<file path="src/rtl/serial_subtractor.sv">
// Bit-serial subtractor: computes A - B - Bin one bit per clock, LSB first.
// Three-state FSM (IDLE/RUN/DONE) with registered busy/done/Diff/Bout.
module serial_subtractor #(
    parameter int WIDTH = 8
) (
    input  logic             clk,
    input  logic             rst,
    input  logic             start,
    input  logic [WIDTH-1:0] A,
    input  logic [WIDTH-1:0] B,
    input  logic             Bin,
    output logic             busy,
    output logic             done,
    output logic [WIDTH-1:0] Diff,
    output logic             Bout
);

    localparam int CW = $clog2(WIDTH);
    localparam logic [CW-1:0] LAST = CW'(WIDTH - 1);

    typedef enum logic [1:0] {
        IDLE,
        RUN,
        DONE
    } state_t;

    state_t         state;
    logic [WIDTH-1:0] a_sr;
    logic [WIDTH-1:0] b_sr;
    logic [WIDTH-1:0] res_sr;
    logic             br;
    logic [CW-1:0]    cnt;

    logic d;
    logic br_next;
    logic [WIDTH-1:0] res_next;

    assign d        = a_sr[0] ^ b_sr[0] ^ br;
    assign br_next  = (~a_sr[0] & b_sr[0]) | (~(a_sr[0] ^ b_sr[0]) & br);
    assign res_next = {d, res_sr[WIDTH-1:1]};

    always_ff @(posedge clk) begin
        if (rst) begin
            state  <= IDLE;
            a_sr   <= '0;
            b_sr   <= '0;
            res_sr <= '0;
            br     <= 1'b0;
            cnt    <= '0;
            busy   <= 1'b0;
            done   <= 1'b0;
            Diff   <= '0;
            Bout   <= 1'b0;
        end else begin
            unique case (state)
                IDLE: begin
                    if (start) begin
                        a_sr   <= A;
                        b_sr   <= B;
                        br     <= Bin;
                        res_sr <= '0;
                        cnt    <= '0;
                        busy   <= 1'b1;
                        state  <= RUN;
                    end
                end
                RUN: begin
                    a_sr   <= a_sr >> 1;
                    b_sr   <= b_sr >> 1;
                    br     <= br_next;
                    res_sr <= res_next;
                    // Diff is only touched here, so partial results never leak out
                    if (cnt == LAST) begin
                        Diff  <= res_next;
                        Bout  <= br_next;
                        busy  <= 1'b0;
                        done  <= 1'b1;
                        state <= DONE;
                    end else begin
                        cnt <= cnt + 1'b1;
                    end
                end
                DONE: begin
                    done  <= 1'b0;
                    state <= IDLE;
                end
                default: state <= IDLE;
            endcase
        end
    end

endmodule

</file>
<file path="config.mk">
export PLATFORM = sky130hd
export DESIGN_NAME = serial_subtractor
export DESIGN_NICKNAME = d
export VERILOG_FILES = /design/src/rtl/serial_subtractor.sv
export SDC_FILE = /design/constraint.sdc
export NUM_CORES = 1
export LEC_CHECK = 0
export ABC_AREA = 1
export CAP_MARGIN = 25
export CORE_AREA = 2 2 62 64
export DETAILED_ROUTE_END_ITERATION = 10
export DIE_AREA = 0 0 64 66
export HOLD_SLACK_MARGIN = 0.1
export PLACE_DENSITY = 0.74
export SKIP_LAST_GASP = 1
export SYNTH_ARGS = -nofsm -noshare
export SYNTH_HDL_FRONTEND = slang
export SYNTH_SLANG_ARGS = --single-unit
export TNS_END_PERCENT = 100
</file>
<file path="constraint.sdc">
create_clock -name clk -period 1.4 [get_ports clk]
set_input_delay 0.42 -clock clk [delete_from_list [all_inputs] [get_ports clk]]
set_output_delay 0.42 -clock clk [all_outputs]
set_load 0.02 [all_outputs]
</file>
==> results by group, run 1 <==
Logic synthesis
  – Register bit count reported by yosys: 40
  – Cell Area, Synth: between 1500 and 2000 um^2
  – Yosys cell types: 19
  – Synth top area share: 44.8%
  – Synth area leader: dfxtp_1
  – Mapped Cells: between 200 and 300
  – Register area share after synthesis: between 40% and 50%
  – Synth top area cells: dfxtp_1 45%, nand2_1 21%, nand3_1 7.8%, nor2_1 7.6%, inv_1 4.0%
  – Synth Net Count: about 290
  – Syn_area_per_cell: between 6 and 7 um^2
  – YS warnings: 0

Clocking
  – CTS Buf Count: 5
  – CTS sink count: 40
  – Clock Tree Buf Depth: 2
  – Worst-path clk slew: 0.11 ns
  – # hold bufs at CTS: 0
  – Max H-tree Level: 2
  – Root buf cell: clkbuf_4
  – Worst skew pair latency: 0.35 ns
  – CTS tree: done

Layout
  – Fin nets: roughly 320
  – Layout cell share with drive strength beyond 1: between 10 and 15%
  – Layout fillers: about 340
  – Commonest non-fill, non-tap cells in the layout: 99 x nand2_1, 39 x dfxtp_1, 36 x nor2_1, 28 x nand3_1
  – Commonest non-fill, non-tap cell in the layout: nand2_1
  – Area of the multi-input gates: ~840 um^2
  – Antenna Cells: 0
  – Reg area: 802 um^2
  – Final Non-Filler Cells: roughly 350
  – Area Overhead vs Synth: 22.3%

Worst setup path
  – Startpoint Class: flip-flop
  – Crit path cell chain: buf_2
  – CP max stage delay: approximately 0.36 ns
  – Worst Path Arrival: 0.87 ns
  – Worst Setup End Kind: output pin
  – Crit Path Category: flip-flop to output pin
  – CP max FO: 2
  – CP max-delay cell: dfxtp_1
  – Delay-heaviest family, CP: flip-flops
  – CP required: roughly 0.98 ns
  – WP buf/inv: 1

Die
  – Site row count: 22
  – Die Span Y: roughly 66 um
  – Core area: roughly 3600 um^2
  – Io pins: 31
  – DIE AREA: 4220 um^2
  – Die Span X: 64 um
  – Starting density of the core: roughly half

Routing
  – Wire per inst: 10.3 um
  – DR pass1 iterations: 5
  – Starting DRC count in detailed routing: 93
  – Vias/cell: 4.83
  – Number of remaining DRC errors: 0
  – Detail Route Antenna Nets: 0
  – Vias: approximately 1.7k
  – WL final: roughly 3.6 mm

Timing
  – Final Max Slew Viols: 0
  – Hold_ws: about 0.47 ns
  – Final setup fails: 0
  – Clk_skew: around 0.0076 ns
  – Fin crit share: between 90% and 100%
  – Worst slew margin relative to its limit: around 83%
  – Min Tclk post-route: around 1.3 ns
  – Unrepaired setup endpoints after global routing: no
  – Fmax: slightly below 800 MHz
  – Slew at the pin closest to its max-slew limit: between 0.2 and 0.3 ns
  – Fin Setup TNS: 0 ns
  – Endpoints failing hold: 0

Pwr
  – P per Cell Area: 983 nW/um^2
  – Peak supply drop: between 600 and 700 uV
  – Pwr Total: 2.15 mW
  – Leak Pwr: 1.05 nW

Placed design
  – RePlAce Congestion: 0.782
  – I/O Buffers: 30
  – Placed cell count: 340
  – DPL Wire Length: between 2 and 2.5 mm

Outcome
  – Status: complete, no violations

Global routing
  – Antenna violations before repair: 0
  – Pin count of the biggest net entering global routing: 40
  – First-pass GRT wire length: around 6.3 mm
  – Total track usage: about a fifth
  – Vias in the first global route: approximately 1.5k
  – Remaining Overflow, GRT: 0

Worst hold path
  – Kind of path behind the tightest hold check: flip-flop to flip-flop

Flow run
  – Max-Cap Viols: 0
[cell usage after synthesis]
| cell | n |
|---|---|
| nand3_2 | 1 |
| inv_2 | 3 |
| dfxtp_1 | 40 |
| clkbuf_1 | 1 |
| o21ai_1 | 7 |
| buf_4 | 3 |
| nor2_4 | 1 |
| nand2_4 | 1 |
| buf_2 | 7 |
| nand3_1 | 28 |
| ha_1 | 2 |
| nand3b_1 | 1 |
| nor2_1 | 36 |
| buf_6 | 1 |
| buf_1 | 1 |
| nand2_1 | 99 |
| fa_1 | 1 |
| inv_1 | 19 |
| a21oi_1 | 12 |
[state kept, by name, indices dropped and copies added (netlist names)]
register  flops
Diff          8
a_sr          8
b_sr          8
res_sr        7
cnt           3
state         2
Bout          1
br            1
busy          1
done          1
[metrics by stage]
stage / setup WS, ns / utilization (%) / area, um^2
after detailed placement: -0.139 / 61.1 / 2170
after CTS: -0.00174 / 63.1 / 2240
after global placement: -0.105 / 61.1 / 2170
final: 0.112 / 61.5 / 2180
after floorplan: 0.254 / - / 1790
after global routing: 0.0233 / 61.5 / 2180
[worst paths after layout]
path                        startpoint                   end  slack, ns  cells after the start
setup / recovery  Diff[7]$_SDFFE_PP0P_               Diff[7]       0.11                      1
setup reg to reg   cnt[0]$_SDFFE_PP0P_  Diff[0]$_SDFFE_PP0P_       0.16                      5
hold / removal    b_sr[7]$_SDFFE_PP0P_  b_sr[7]$_SDFFE_PP0P_       0.47                      2
hold reg to reg   b_sr[7]$_SDFFE_PP0P_  b_sr[7]$_SDFFE_PP0P_       0.47                      2
[repair_timing]
item / in CTS / in global routing
setup buffers: 0 / 0
gates resized for setup: 33 / 14
setup endpoints to repair: 11 / 26
cloned: 0 / 0
[power by group]
group / internal [mW] / switching [mW] / total (mW)
registers: 1.19 / 0.0298 / 1.22
logic: 0.152 / 0.174 / 0.325
clock network: 0.248 / 0.355 / 0.603
total: 1.59 / 0.558 / 2.15
[cell type report]
cell class / count / share of cell area, %
multi-input combinational: 189 / 38.5
inverter: 22 / 3.78
tap: 48 / 2.75
sequential: 40 / 36.7
timing repair buffer: 41 / 15.6
clock buffer: 8 / 2.69
[kinds of logic after synthesis]
logic type                 synth area share (%)
adders and majority gates                  2.52
and+or+nand+nor                            38.4
AOI/OAI and AO/OA                          5.32
DFF                                        44.8
buffers and inverters                      8.89
[layer usage]
| layer | part of all wire (%) | wire, um | track usage [%] | vias up |
|---|---|---|---|---|
| met5 | 0 | 0 | 0 | - |
| met4 | 1.3 | 46 | 8.15 | 0 |
| met3 | 5.9 | 212 | 5.62 | 5 |
| met2 | 46 | 1640 | 32.2 | 41 |
| met1 | 47 | 1680 | 23.6 | 749 |
| li1 | - | - | - | 885 |
(Power assumes the default switching activity.)
==> inputs of run 2 (changes only) <==
--- a/config.mk
+++ b/config.mk
@@ -8,9 +8,10 @@
 export ABC_AREA = 1
 export CAP_MARGIN = 25
-export CORE_AREA = 2 2 62 64
+export CORE_AREA = 2 2 65 67
 export DETAILED_ROUTE_END_ITERATION = 10
-export DIE_AREA = 0 0 64 66
+export DIE_AREA = 0 0 67 69
 export HOLD_SLACK_MARGIN = 0.1
-export PLACE_DENSITY = 0.74
+export MAX_ROUTING_LAYER = met4
+export PLACE_DENSITY = 0.7
 export SKIP_LAST_GASP = 1
 export SYNTH_ARGS = -nofsm -noshare
==> constraint.sdc (replaced) <==
create_clock -name clk -period 1 [get_ports clk]
set_input_delay 0.15 -clock clk [delete_from_list [all_inputs] [get_ports clk]]
set_output_delay 0.15 -clock clk [all_outputs]
set_load 0.02 [all_outputs]
==> run 2 against run 1 <==
Effect of this change: the flow now finishes with violations (negative setup slack); critical path depth grew 2; die area increased by 9.4%; clock power grew 120%; design area is 30% higher; total power increased by 77%; sequential cell count is the same; count of clock-buffer cells in the layout is 2 lower; hold slack worse by 0.038 ns; wire length up 51%; combinational power grew 130%; utilization is 11 points higher; critical endpoint is now res_sr[7]$_SDFFE_PP0P_; largest cell class unchanged.
==> results by group, run 2 (synthesized netlist as in run 1, its figures left out) <==
Die
  – Die Span Y: 69 um (+4.5%)
  – Site row count: 23 (+4.5%)
  – Starting density of the core: 45.7% (-4.7 points)
  – Io pins: 31 (unchanged)
  – Core area: 3910 um^2 (+10%)
  – Die Span X: 67 um (+4.7%)
  – DIE AREA: 4620 um^2 (+9.4%)

Worst setup path
  – Worst Path Arrival: 1.40 ns (+0.53 ns)
  – Worst Setup End Kind: flip-flop
  – CP required: 1.25 ns (+0.27 ns)
  – Startpoint Class: flip-flop
  – CP max FO: 2 (unchanged)
  – Crit Path Category: flip-flop to flip-flop

Pwr
  – Sequential power share: 45.4% (-11 points)
  – P_sw: 1.01 mW (+81%)
  – P per Cell Area: 1340 nW/um^2 (+36%)
  – Peak supply drop: 933 uV (+53%)
  – Pwr Total: 3.79 mW (+77%)
  – Net Sw Frac: 26.7% (+0.69 points)
  – Clock share of power: 35.0% (+6.9 points)
  – Logic pwr share: 19.6% (+4.5 points)
  – Leak Pwr: 1.33 nW (+27%)
  – Int Pwr: 2.78 mW (+75%)

Layout
  – Commonest non-fill, non-tap cell in the layout: nand2_1
  – Fin area: 2840 um^2 (+30%)
  – Area of the multi-input gates: 1060 um^2 (+26%)
  – Commonest non-fill, non-tap cells in the layout: 80 x nand2_1, 33 x dfxtp_1, 25 x nand3_1, 25 x nor2_1, 20 x buf_4
  – Final Non-Filler Cells: 378 (+8.6%)
  – Antenna Cells: 0 (unchanged)
  – Area Overhead vs Synth: 59.0%
  – Layout fillers: 292 (-13%)
  – Layout cell share with drive strength beyond 1: 35.7% (+23 points)
  – Largest regs: Diff (8), a_sr (8), b_sr (8)
  – Reg area: 815 um^2 (+1.6%)
  – Fin nets: 350 (+8.7%)

Global routing
  – Pin count of the biggest net entering global routing: 14 (-65%)
  – Antenna violations before repair: 0 (unchanged)
  – Remaining Overflow, GRT: 0 (unchanged)
  – Total track usage: 23.3% (+3.9 points)
  – Vias in the first global route: 1663 (+11%)
  – First-pass GRT wire length: 7.97 mm (+26%)

Routing
  – WL final: 5.41 mm (+51%)
  – Vias/cell: 4.93 (+2.0%)
  – Starting DRC count in detailed routing: 167 (+80%)
  – Number of remaining DRC errors: 0 (unchanged)
  – DR pass1 iterations: 5 (unchanged)
  – Vias: 1862 (+11%)
  – Detail Route Antenna Nets: 0 (unchanged)
  – Wire per inst: 14.3 um (+39%)

Worst hold path
  – Kind of path behind the tightest hold check: input port to flip-flop

Placed design
  – Placed cell count: 352 (+3.5%)
  – Post-DP Area: 2300 um^2 (+6.2%)
  – I/O Buffers: 30 (unchanged)
  – DPL Wire Length: 2.56 mm (+7.7%)
  – RePlAce Congestion: 0.807 (+3.2%)

Timing
  – Final setup fails: 40 (+40)
  – Clk_skew: 0.00789 ns (+0.000340 ns)
  – Fmax: between 800 and 900 MHz
  – Min Tclk post-route: about 1.2 ns
  – Post-route worst setup slack: -0.153 ns (-0.265 ns)
  – Slew at the pin closest to its max-slew limit: 0.217 ns (-0.0423 ns)
  – Endpoints failing hold: 0 (unchanged)
  – Unrepaired setup endpoints after global routing: yes
  – Worst slew margin relative to its limit: 85.5% (+2.9 points)
  – Fin crit share: 115%
  – Final Max Slew Viols: 0 (unchanged)

Clocking
  – Root buf cell: clkbuf_8
  – Max H-tree Level: 2 (unchanged)
  – Worst-path clk slew: 0.08 ns (-0.03 ns)
  – Clock Tree Buf Depth: 2 (unchanged)
  – # hold bufs at CTS: 0 (unchanged)
  – CTS sink count: 40 (unchanged)
  – Worst skew pair latency: 0.31 ns (-0.04 ns)
  – CTS Buf Count: 5 (unchanged)
  – CTS tree: done

Outcome
  – Status: complete, but fails checks
  – Failing checks: negative setup slack

Flow run
  – Max-Cap Viols: 0 (unchanged)
## run 2: changes by cell type in the layout (fill, tap and decap cells not counted), moves of 7 or more
cell,change
nor2_1,-11
buf_6,+9
nand2_2,+14
nand2_1,-19
buf_4,+10
nor2_2,+7
## run 2: layout make-up
type | count | area share [%]
Clock inverter | 2 | 1.23
Sequential cell | 40 | 28.7
Inverter | 22 | 3.35
Timing Repair Buffer | 68 | 24.5
Multi-Input combinational cell | 190 | 37.4
Clock buffer | 6 | 2.56
Tap cell | 50 | 2.20
## run 2: worst paths after layout
| path | start | to | slack [ns] | depth (start not counted) |
|---|---|---|---|---|
| setup reg to reg | a_sr[0]$_SDFFE_PP0P_ | res_sr[7]$_SDFFE_PP0P_ | -0.15 | 3 |
| hold reg to reg | Diff[5]$_SDFFE_PP0P_ | Diff[5]$_SDFFE_PP0P_ | 0.47 | 2 |
| setup / recovery | a_sr[0]$_SDFFE_PP0P_ | res_sr[7]$_SDFFE_PP0P_ | -0.15 | 3 |
| hold / removal | A[7] | a_sr[7]$_SDFFE_PP0P_ | 0.43 | 3 |
## run 2: through the flow
step | util (%) | hold slack [ns] | setup WS, ns | setup TNS [ns]
2_1_floorplan | - | 0.219 | -0.0858 | -0.816
3_3_place_gp | 58.9 | 0.451 | -0.232 | -8.18
3_5_place_dp | 58.9 | 0.456 | -0.260 | -8.98
5_1_grt | 72.6 | 0.471 | -0.219 | -6.05
6_report | 72.6 | 0.429 | -0.153 | -3.66
4_1_cts | 67.8 | 0.415 | -0.139 | -3.34
## run 2: power by group through the flow
stage / combinational (mW) / sequential (mW) / clock [mW]
finish: 0.745 / 1.72 / 1.33
global route: 0.801 / 1.73 / 1.41
global placement: 0.471 / 1.75 / 0
CTS: 0.647 / 1.71 / 1.34
floorplan: 0.305 / 1.74 / 0
detailed placement: 0.478 / 1.75 / 0
## run 2: what timing repair did
action | 4_1_cts | 5_1_grt
pin swaps | 9 | 16
resized for setup | 76 | 47
gates cloned | 4 | 3
setup buffers | 10 | 4
setup endpoints to repair | 50 | 41
## run 2: worst max-delay path: stages, from the launching register on
cell and delay (ns):
dfxtp_2 0.35, fa_2 0.59, nand2_1 0.05, a21oi_1 0.10
## run 2: layer usage
metal	wire (um)	share of wire (%)	up-vias	track usage (%)
li1	-	-	948	-
met1	2190	41	837	29.0
met2	2770	51	66	37.2
met3	319	5.9	11	4.89
met4	123	2.3	0	7.71
met5	0	0	-	-
